$ cat config.mk
export PLATFORM = sky130hd
export DESIGN_NAME = trigger_conditioner
export DESIGN_NICKNAME = d
export VERILOG_FILES = /design/src/rtl/trigger_pkg.sv /design/src/rtl/sync_chain.sv /design/src/rtl/trigger_conditioner.sv
export SDC_FILE = /design/constraint.sdc
export NUM_CORES = 1
export LEC_CHECK = 0
export ABC_CLOCK_PERIOD_IN_PS = 2000
export BUFFER_PORTS_ARGS = -buffer_cell sky130_fd_sc_hd__buf_4
export CORE_MARGIN = 2
export CORE_UTILIZATION = 53
export DETAILED_ROUTE_END_ITERATION = 8
export PLACE_DENSITY = 0.81
export SLEW_MARGIN = 20
export SYNTH_ARGS = -nofsm -noshare
export SYNTH_HDL_FRONTEND = slang
export SYNTH_SLANG_ARGS = --single-unit
$ cat constraint.sdc
create_clock -name clk -period 2 [get_ports clk]
set_input_delay 0.2 -clock clk [delete_from_list [all_inputs] [get_ports clk]]
set_output_delay 0.2 -clock clk [all_outputs]
set_load 0.03 [all_outputs]
$ cat src/rtl/trigger_pkg.sv
// Shared types and default parameters for the push-button trigger conditioner.
package trigger_pkg;

    typedef enum logic [1:0] {
        T_IDLE,
        T_PRESS_WAIT,
        T_PRESSED,
        T_RELEASE_WAIT
    } trig_state_t;

    localparam int unsigned DEF_SYNC_STAGES     = 2;
    localparam int unsigned DEF_DEBOUNCE_CYCLES = 16;
    localparam int unsigned DEF_COUNT_WIDTH     = 8;

endpackage

$ cat src/rtl/sync_chain.sv
// Multi-flop synchroniser for an asynchronous single-bit board input.
module sync_chain #(
    parameter int unsigned STAGES = 2
) (
    input  logic clk,
    input  logic rst,
    input  logic d,
    output logic q
);

    logic [STAGES-1:0] sr;

    always_ff @(posedge clk or negedge rst) begin
        if (!rst) begin
            sr <= '0;
        end else begin
            sr <= {sr[STAGES-2:0], d};
        end
    end

    assign q = sr[STAGES-1];

endmodule

$ cat src/rtl/trigger_conditioner.sv
// Synchronises and debounces the raw push-button on both edges; emits a clean
// level, a one-cycle press pulse and a wrapping press counter.
module trigger_conditioner
    import trigger_pkg::*;
#(
    parameter int unsigned SYNC_STAGES     = DEF_SYNC_STAGES,
    parameter int unsigned DEBOUNCE_CYCLES = DEF_DEBOUNCE_CYCLES,
    parameter int unsigned COUNT_WIDTH     = DEF_COUNT_WIDTH
) (
    input  logic                   clk,
    input  logic                   rst,
    input  logic                   trigger_raw_i,
    output logic                   trigger_o,
    output logic                   trigger_pulse_o,
    output logic [COUNT_WIDTH-1:0] press_count_o
);

    localparam int unsigned CNT_W = (DEBOUNCE_CYCLES > 1) ? $clog2(DEBOUNCE_CYCLES) : 1;
    localparam logic [CNT_W-1:0] CNT_LAST = CNT_W'(DEBOUNCE_CYCLES - 1);

    if (SYNC_STAGES < 2 || DEBOUNCE_CYCLES < 1) begin : g_bad_params
        $error("trigger_conditioner: SYNC_STAGES must be >= 2 and DEBOUNCE_CYCLES >= 1");
    end

    logic        btn_sync;
    trig_state_t state;
    logic [CNT_W-1:0] cnt;

    sync_chain #(
        .STAGES(SYNC_STAGES)
    ) u_sync (
        .clk(clk),
        .rst(rst),
        .d  (trigger_raw_i),
        .q  (btn_sync)
    );

    // Debounce FSM; cnt counts consecutive stable cycles inside the WAIT states.
    always_ff @(posedge clk or negedge rst) begin
        if (!rst) begin
            state           <= T_IDLE;
            cnt             <= '0;
            trigger_o       <= 1'b0;
            trigger_pulse_o <= 1'b0;
            press_count_o   <= '0;
        end else begin
            trigger_pulse_o <= 1'b0;
            case (state)
                T_IDLE: begin
                    if (btn_sync) begin
                        state <= T_PRESS_WAIT;
                        cnt   <= '0;
                    end
                end
                T_PRESS_WAIT: begin
                    if (!btn_sync) begin
                        state <= T_IDLE;
                        cnt   <= '0;
                    end else if (cnt == CNT_LAST) begin
                        state           <= T_PRESSED;
                        cnt             <= '0;
                        trigger_o       <= 1'b1;
                        trigger_pulse_o <= 1'b1;
                        press_count_o   <= press_count_o + COUNT_WIDTH'(1);
                    end else begin
                        cnt <= cnt + CNT_W'(1);
                    end
                end
                T_PRESSED: begin
                    if (!btn_sync) begin
                        state <= T_RELEASE_WAIT;
                        cnt   <= '0;
                    end
                end
                T_RELEASE_WAIT: begin
                    if (btn_sync) begin
                        state <= T_PRESSED;
                        cnt   <= '0;
                    end else if (cnt == CNT_LAST) begin
                        state     <= T_IDLE;
                        cnt       <= '0;
                        trigger_o <= 1'b0;
                    end else begin
                        cnt <= cnt + CNT_W'(1);
                    end
                end
                default: begin
                    state <= T_IDLE;
                    cnt   <= '0;
                end
            endcase
        end
    end

endmodule

==> results of run 1 <==
## worst max path at each step
stage / to / slack, ns / cells past startpoint
global placement: press_count_o[1]$_DFFE_PN0P_ / 0.50 / 4
detailed placement: press_count_o[1]$_DFFE_PN0P_ / 0.45 / 4
floorplan: press_count_o[1]$_DFFE_PN0P_ / 0.40 / 6
global route: press_count_o[1]$_DFFE_PN0P_ / 0.37 / 4
CTS: press_count_o[1]$_DFFE_PN0P_ / 0.43 / 4
finish: press_count_o[1]$_DFFE_PN0P_ / 0.42 / 4
## registers in the layout, indices dropped and copies added, names as in the netlist, named ones only
signal	count
press_count_o	8
trigger_pulse_o	1
trigger_o	1
state	1
cnt	4
u_sync.sr	2
## per-layer routing
metal  vias up  GRT usage  share of wire
met5         -          0              0
met2        14      0.265           0.46
met3         4     0.0292          0.043
met1       277      0.212           0.48
li1        283          -              -
met4         0     0.0909          0.015
## Yosys cell counts, drive strengths merged, types with 2 or more instances
cell type / number / area (um2)
buf: 3 / 33.8
nand3b: 3 / 22.5
nor2: 2 / 7.51
nand2: 4 / 15.0
xor2: 5 / 43.8
inv: 5 / 18.8
o21ai: 4 / 20.0
and3: 2 / 17.5
ha: 2 / 25.0
nand4: 3 / 18.8
nand3: 4 / 20.0
xnor2: 4 / 35.0
and4: 2 / 20.0
a31oi: 2 / 12.5
dfrtp: 18 / 450
## worst max-delay path, stage by stage (launching register included)
cell and delay, ns:
dfrtp_1 0.41, ha_1 0.25, and4_4 0.29, and3_4 0.22, mux2_4 0.30
## power breakdown
part	internal (mW)	switching (mW)	total, mW
clock	0.111	0.108	0.218
sequential	0.376	0.0182	0.394
combinational	0.0155	0.0202	0.0357
total	0.502	0.146	0.648
## cell families (layout without fill, tap and decap cells)
group           count (synthesis)  in the layout
compound gates                  9              9
xor+xnor                        9              9
fa+ha+maj                       2              2
buf+inv                         9             23
flops                          18             18
mux                             1              1
simple gates                   25             25
## final cells by class
cell class / count / area, um2 / area share
Timing Repair Buffer: 14 / 110 / 0.114
Tap cell: 16 / 20.0 / 0.0208
Clock buffer: 4 / 36.3 / 0.0377
Multi-Input combinational cell: 46 / 328 / 0.340
Inverter: 5 / 18.8 / 0.0195
Sequential cell: 18 / 450 / 0.468
==> summary.txt, run 1 <==
Worst setup path
  – Worst EP required: 2.18 ns
  – Worst r2r src: cnt[1]$_DFFE_PN0P_
  – CP Max Fanout: 7
  – Crit Path Class: reg2reg
  – Setup crit start kind: flop
  – Reg2reg end: press_count_o[1]$_DFFE_PN0P_
  – Cells on worst reg2reg path: 4
  – Setup crit end kind: flop
  – Critical Path Start: cnt[1]$_DFFE_PN0P_
  – Reg2Reg Setup Slack: 0.42 ns
  – Worst Path Arrival: 1.76 ns

Run
  – Max cap viols: 0

Place
  – Global placer's final weighted congestion: 0.701
  – Placement Setup Slack: 0.450 ns
  – DP Cell Count: 97
  – IO Port Bufs: 12
  – Post-DP HPWL: 1030 um
  – Placed inst area: 907 um2

STA
  – Crit share post-route: 0.790
  – Minimum clock period: 1.58 ns
  – Setup TNS: 0 ns
  – Final WS setup: 0.420 ns
  – Max Clock Freq: 0.633 GHz
  – Final setup vio count: 0
  – Hold_ws: 0.300 ns
  – Slew Viols, Final: 0
  – Worst slew pin tran: 0.415 ns
  – Clock skew: 0.00140 ns
  – Final Hold Fails: 0
  – Unrepaired setup endpoints after global routing: false
  – Worst slew margin: 0.722

Clock network
  – CTS tree: built
  – Hold Buf Count CTS: 1
  – Max clock buf depth: 2
  – CTS buffer count: 3
  – Root Driver: clkbuf_4
  – H-tree depth: 1
  – Worst-skew pair later-pin latency: 0.29 ns
  – Clock-pin slew of the registers on the worst-case setup and hold paths: 0.10 ns
  – Post-CTS Resized: 0
  – Clock Sink Count: 18
  – Post-CTS Setup Inserts: 0

Drt
  – Drt initial violations: 7
  – Post-Route WL: 1370 um
  – Vias: 578
  – Via density: 5.61
  – Pre-Repair DR Iteration Count: 4
  – Post-route ant nets: 0
  – Drt drc: 0
  – Drt wl/cell: 13.3 um

Yosys
  – Top_reg_cell synth: dfrtp_1
  – Distinct cells, synth: 27
  – Fraction of synthesized area in multiplexers: 0.0180
  – Mapped Nets: 78
  – Yosys reg bits: 18
  – Synthesized area per cell: 11.4 um2
  – Synth Area in Compound Gates: 0.0644
  – Synthesis Warnings: 0
  – Adder-cell share of the synthesized area: 0.0299
  – Synth Area in Simple Gates: 0.186
  – Post-synth EDFFs: 0
  – Fraction of synthesized cell area in xor and xnor cells: 0.0943
  – Main combinational cell family by area after synthesis: simple AND/OR/NAND/NOR gates
  – Mapped cell area: 836 um2
  – Ys async rst share: 1.00
  – Sequential fraction of the synthesis area: 0.539
  – Cells after synthesis: 73

Pwr
  – VDD IR max: 0.000471 V
  – Static Leak: 0.472 nW
  – Total power density per cell area: 673 mW/mm2
  – Total power: 0.648 mW

Layout
  – Final #Nets: 93
  – Ratio of cells with drive above 1 in the final layout: 0.218
  – Fin cells: 103
  – Ant diodes: 0
  – Post-layout instance area: 963 um2
  – Fill cells: 126
  – Layout Utilization: 0.647
  – Commonest non-fill, non-tap cell in the layout: dfrtp_1
  – Area grow syn2layout: 15.3%
  – Most frequent cells in the layout: 18 x dfrtp_1, 12 x buf_4, 5 x inv_1, 5 x xor2_1

Floorplan
  – DIE HEIGHT: 43.7 um
  – Core area: 0.00149 mm2
  – Ports: 13
  – Die W: 43.7 um
  – Initial core utilization: 0.561
  – Die Footprint: 0.00191 mm2
  – Row Count: 14

GRT
  – Total track usage: 0.165
  – Grt ovf: 0
  – First-pass GRT wire length: 2300 um
  – Initial antenna violation count: 0
  – Largest net degree at the start of global routing: 19
  – Number of global-route vias before repair: 545

Status
  – Status: complete, no violations

Worst hold path
  – Hold Path Class: in2async
Power figures use the tool's default switching activity.
==> run 2, diff against run 1 <==
--- a/config.mk
+++ b/config.mk
@@ -5,12 +5,13 @@
 export SDC_FILE = /design/constraint.sdc
 export NUM_CORES = 1
 export LEC_CHECK = 0
-export ABC_CLOCK_PERIOD_IN_PS = 2000
+export ABC_AREA = 1
+export ABC_CLOCK_PERIOD_IN_PS = 1600
 export BUFFER_PORTS_ARGS = -buffer_cell sky130_fd_sc_hd__buf_4
 export CORE_MARGIN = 2
-export CORE_UTILIZATION = 53
+export CORE_UTILIZATION = 54
 export DETAILED_ROUTE_END_ITERATION = 8
-export PLACE_DENSITY = 0.81
+export PLACE_DENSITY = 0.82
 export SLEW_MARGIN = 20
 export SYNTH_ARGS = -nofsm -noshare
 export SYNTH_HDL_FRONTEND = slang
==> constraint.sdc (replaced) <==
create_clock -name clk -period 1.6 [get_ports clk]
set_input_delay 0.16 -clock clk [delete_from_list [all_inputs] [get_ports clk]]
set_output_delay 0.16 -clock clk [all_outputs]
set_load 0.03 [all_outputs]
==> run 2 against run 1 <==
Effect of this change:
- fmax is 19% higher
- flip-flop and latch count stayed put
- die area is 5.3% higher
- final area is 10% higher
- register-to-register slack worse by 0.15 ns
- critical path depth is 2 higher
- worst setup slack worse by 0.15 ns
- synthesized cell count is 47% higher
- first-iteration DRC count is 71% higher
- sequential power is 28% higher
- clock skew is 0.0022 ns higher
- count of clock-buffer cells in the layout stayed put
==> summary.txt, run 2 <==
Layout
  – Ratio of cells with drive above 1 in the final layout: 0.226
  – Ant diodes: 0
  – Register area: 450 um2
  – Commonest non-fill, non-tap cell in the layout: nand2_1
  – Biggest regs: press_count_o: 8 flops, cnt: 4 flops, u_sync.sr: 2 flops
  – Largest Register: press_count_o
  – Multi-input logic area: 404 um2
  – Fill cells: 129
  – Area grow syn2layout: 17.9%
  – Layout Utilization: 0.689
  – Fin cells: 140
  – Max reg flops: 8
  – Most frequent cells in the layout: 37 x nand2_1, 18 x dfrtp_1, 12 x buf_4
  – Final #Nets: 130

STA
  – Unrepaired setup endpoints after global routing: false
  – Setup TNS: 0 ns
  – Final setup vio count: 0
  – Slew Viols, Final: 0
  – Hold_ws: 0.255 ns
  – Crit share post-route: 0.832
  – Minimum clock period: 1.33 ns
  – Final Hold Fails: 0
  – Max Clock Freq: 0.751 GHz
  – Clock skew: 0.00357 ns
  – Worst slew pin tran: 0.341 ns
  – Worst slew margin: 0.772

Yosys
  – Mapped cell area: 901 um2
  – Mapped Nets: 112
  – Synthesis Warnings: 0
  – Yosys top cell by area: dfrtp_1
  – Distinct cells, synth: 18
  – Top_reg_cell synth: dfrtp_1
  – Ys async rst share: 1.00
  – Count leader, synth: nand2_1
  – Post-synth EDFFs: 0
  – Cells after synthesis: 107
  – Commonest cells post-synth: 37 x nand2_1, 18 x dfrtp_1, 10 x inv_1
  – Sequential fraction of the synthesis area: 0.500
  – Top post-synthesis cells by area: dfrtp_1 50%, nand2_1 15%, inv_1 4.2%, nand3_1 3.9%, nor2_4 3.7%
  – Yosys reg bits: 18
  – Synthesized area per cell: 8.42 um2
  – Synth top area share: 0.500

Status
  – Status: complete, no violations

Clock network
  – CTS tree: built
  – Clock Sink Count: 18
  – Root Driver: clkbuf_4
  – CTS buffer count: 3
  – Post-CTS Setup Inserts: 0
  – H-tree depth: 1
  – Clock-pin slew of the registers on the worst-case setup and hold paths: 0.11 ns
  – Max clock buf depth: 2
  – Worst-skew pair later-pin latency: 0.29 ns

Pwr
  – Total power density per cell area: 805 mW/mm2
  – Static Leak: 0.512 nW
  – Total power: 0.856 mW
  – VDD IR max: 0.000560 V

Floorplan
  – Die W: 44.8 um
  – Ports: 13
  – Core area: 0.00154 mm2
  – Initial core utilization: 0.584
  – Die Footprint: 0.00201 mm2
  – DIE HEIGHT: 44.8 um
  – Row Count: 14

Place
  – IO Port Bufs: 12
  – DP Cell Count: 134
  – Global placer's final weighted congestion: 0.885
  – Post-DP HPWL: 1200 um

Worst setup path
  – Cells along the critical path: ha_1 -> nand2_2 -> nor2_4 -> nand3_4 -> o21ai_1 -> nand2_1
  – Setup crit start kind: flop
  – CP top delay family: simple AND/OR/NAND/NOR gates
  – Crit Path Class: reg2reg
  – Slowest stage cell, crit path: dfrtp_1
  – Critical path buffers and inverters: 0
  – CP Max Fanout: 9
  – Setup crit end kind: flop
  – Worst Path Arrival: 1.52 ns
  – Worst EP required: 1.79 ns
  – Critical Path Max Stage Delay: 0.41 ns

GRT
  – Grt ovf: 0
  – Largest net degree at the start of global routing: 19
  – Initial antenna violation count: 0
  – Number of global-route vias before repair: 686
  – Total track usage: 0.193
  – First-pass GRT wire length: 2870 um

Drt
  – Via density: 5.24
  – Top Layer Used: met4
  – Vias: 733
  – Met2 wire len: 761 um
  – Post-Route WL: 1660 um
  – Post-route ant nets: 0
  – Met1 WL: 810 um
  – Pre-Repair DR Iteration Count: 4
  – Drt wl/cell: 11.9 um
  – Drt drc: 0
  – WL met3: 64 um
  – Drt initial violations: 12

Run
  – Max cap viols: 0

Worst hold path
  – Hold Path Class: in2async
run 2: worst paths after layout:
path / startpoint / to / slack (ns) / cells after the start
min in group clk: u_sync.sr[0]$_DFF_PN0_ / u_sync.sr[1]$_DFF_PN0_ / 0.36 / 0
worst min register to register: u_sync.sr[0]$_DFF_PN0_ / u_sync.sr[1]$_DFF_PN0_ / 0.36 / 0
max in group asynchronous: rst / trigger_pulse_o$_DFF_PN0_ / 1.15 / 2
worst min-delay path: rst / cnt[2]$_DFFE_PN0P_ / 0.25 / 2
worst max register to register: cnt[0]$_DFFE_PN0P_ / press_count_o[3]$_DFFE_PN0P_ / 0.27 / 6
worst max-delay path: cnt[0]$_DFFE_PN0P_ / press_count_o[3]$_DFFE_PN0P_ / 0.27 / 6
run 2: layer usage:
| metal | vias up | track usage |
|---|---|---|
| li1 | 366 | - |
| met1 | 344 | 0.257 |
| met2 | 19 | 0.322 |
| met3 | 4 | 0.0240 |
| met4 | 0 | 0.0765 |
| met5 | - | 0 |
run 2: cells by family after synthesis:
logic type,Yosys count,share of synthesized area
AND/OR/NAND/NOR,62,0.336
XOR/XNOR,3,0.0292
flip-flops,18,0.500
buffers and inverters,12,0.0514
AO/OA/AOI/OAI,10,0.0555
adder cells (fa/ha/maj),2,0.0278
run 2: cell type report:
class | count | area share
tap | 16 | 0.0188
inverter | 11 | 0.0389
sequential | 18 | 0.424
timing repair buffer | 14 | 0.104
multi-input combinational | 77 | 0.380
clock buffer | 4 | 0.0342
run 2: per-stage QoR:
stage               worst slack [ns]  instance area [um2]
finish                         0.269                 1060
global route                   0.144                 1060
CTS                            0.259                 1060
detailed placement             0.273                 1010
global placement               0.339                 1010
floorplan                      0.338                  901
run 2: repair_timing:
action,in CTS,in global routing
hold endpoints to repair,19,0
hold buffers,2,0
resized for setup,0,0
run 2: power breakdown:
part / leakage (nW) / switching (mW) / internal, mW
sequential: 0.242 / 0.0250 / 0.478
combinational: 0.248 / 0.0392 / 0.0288
clock: 0.0210 / 0.145 / 0.139
total: 0.512 / 0.210 / 0.646
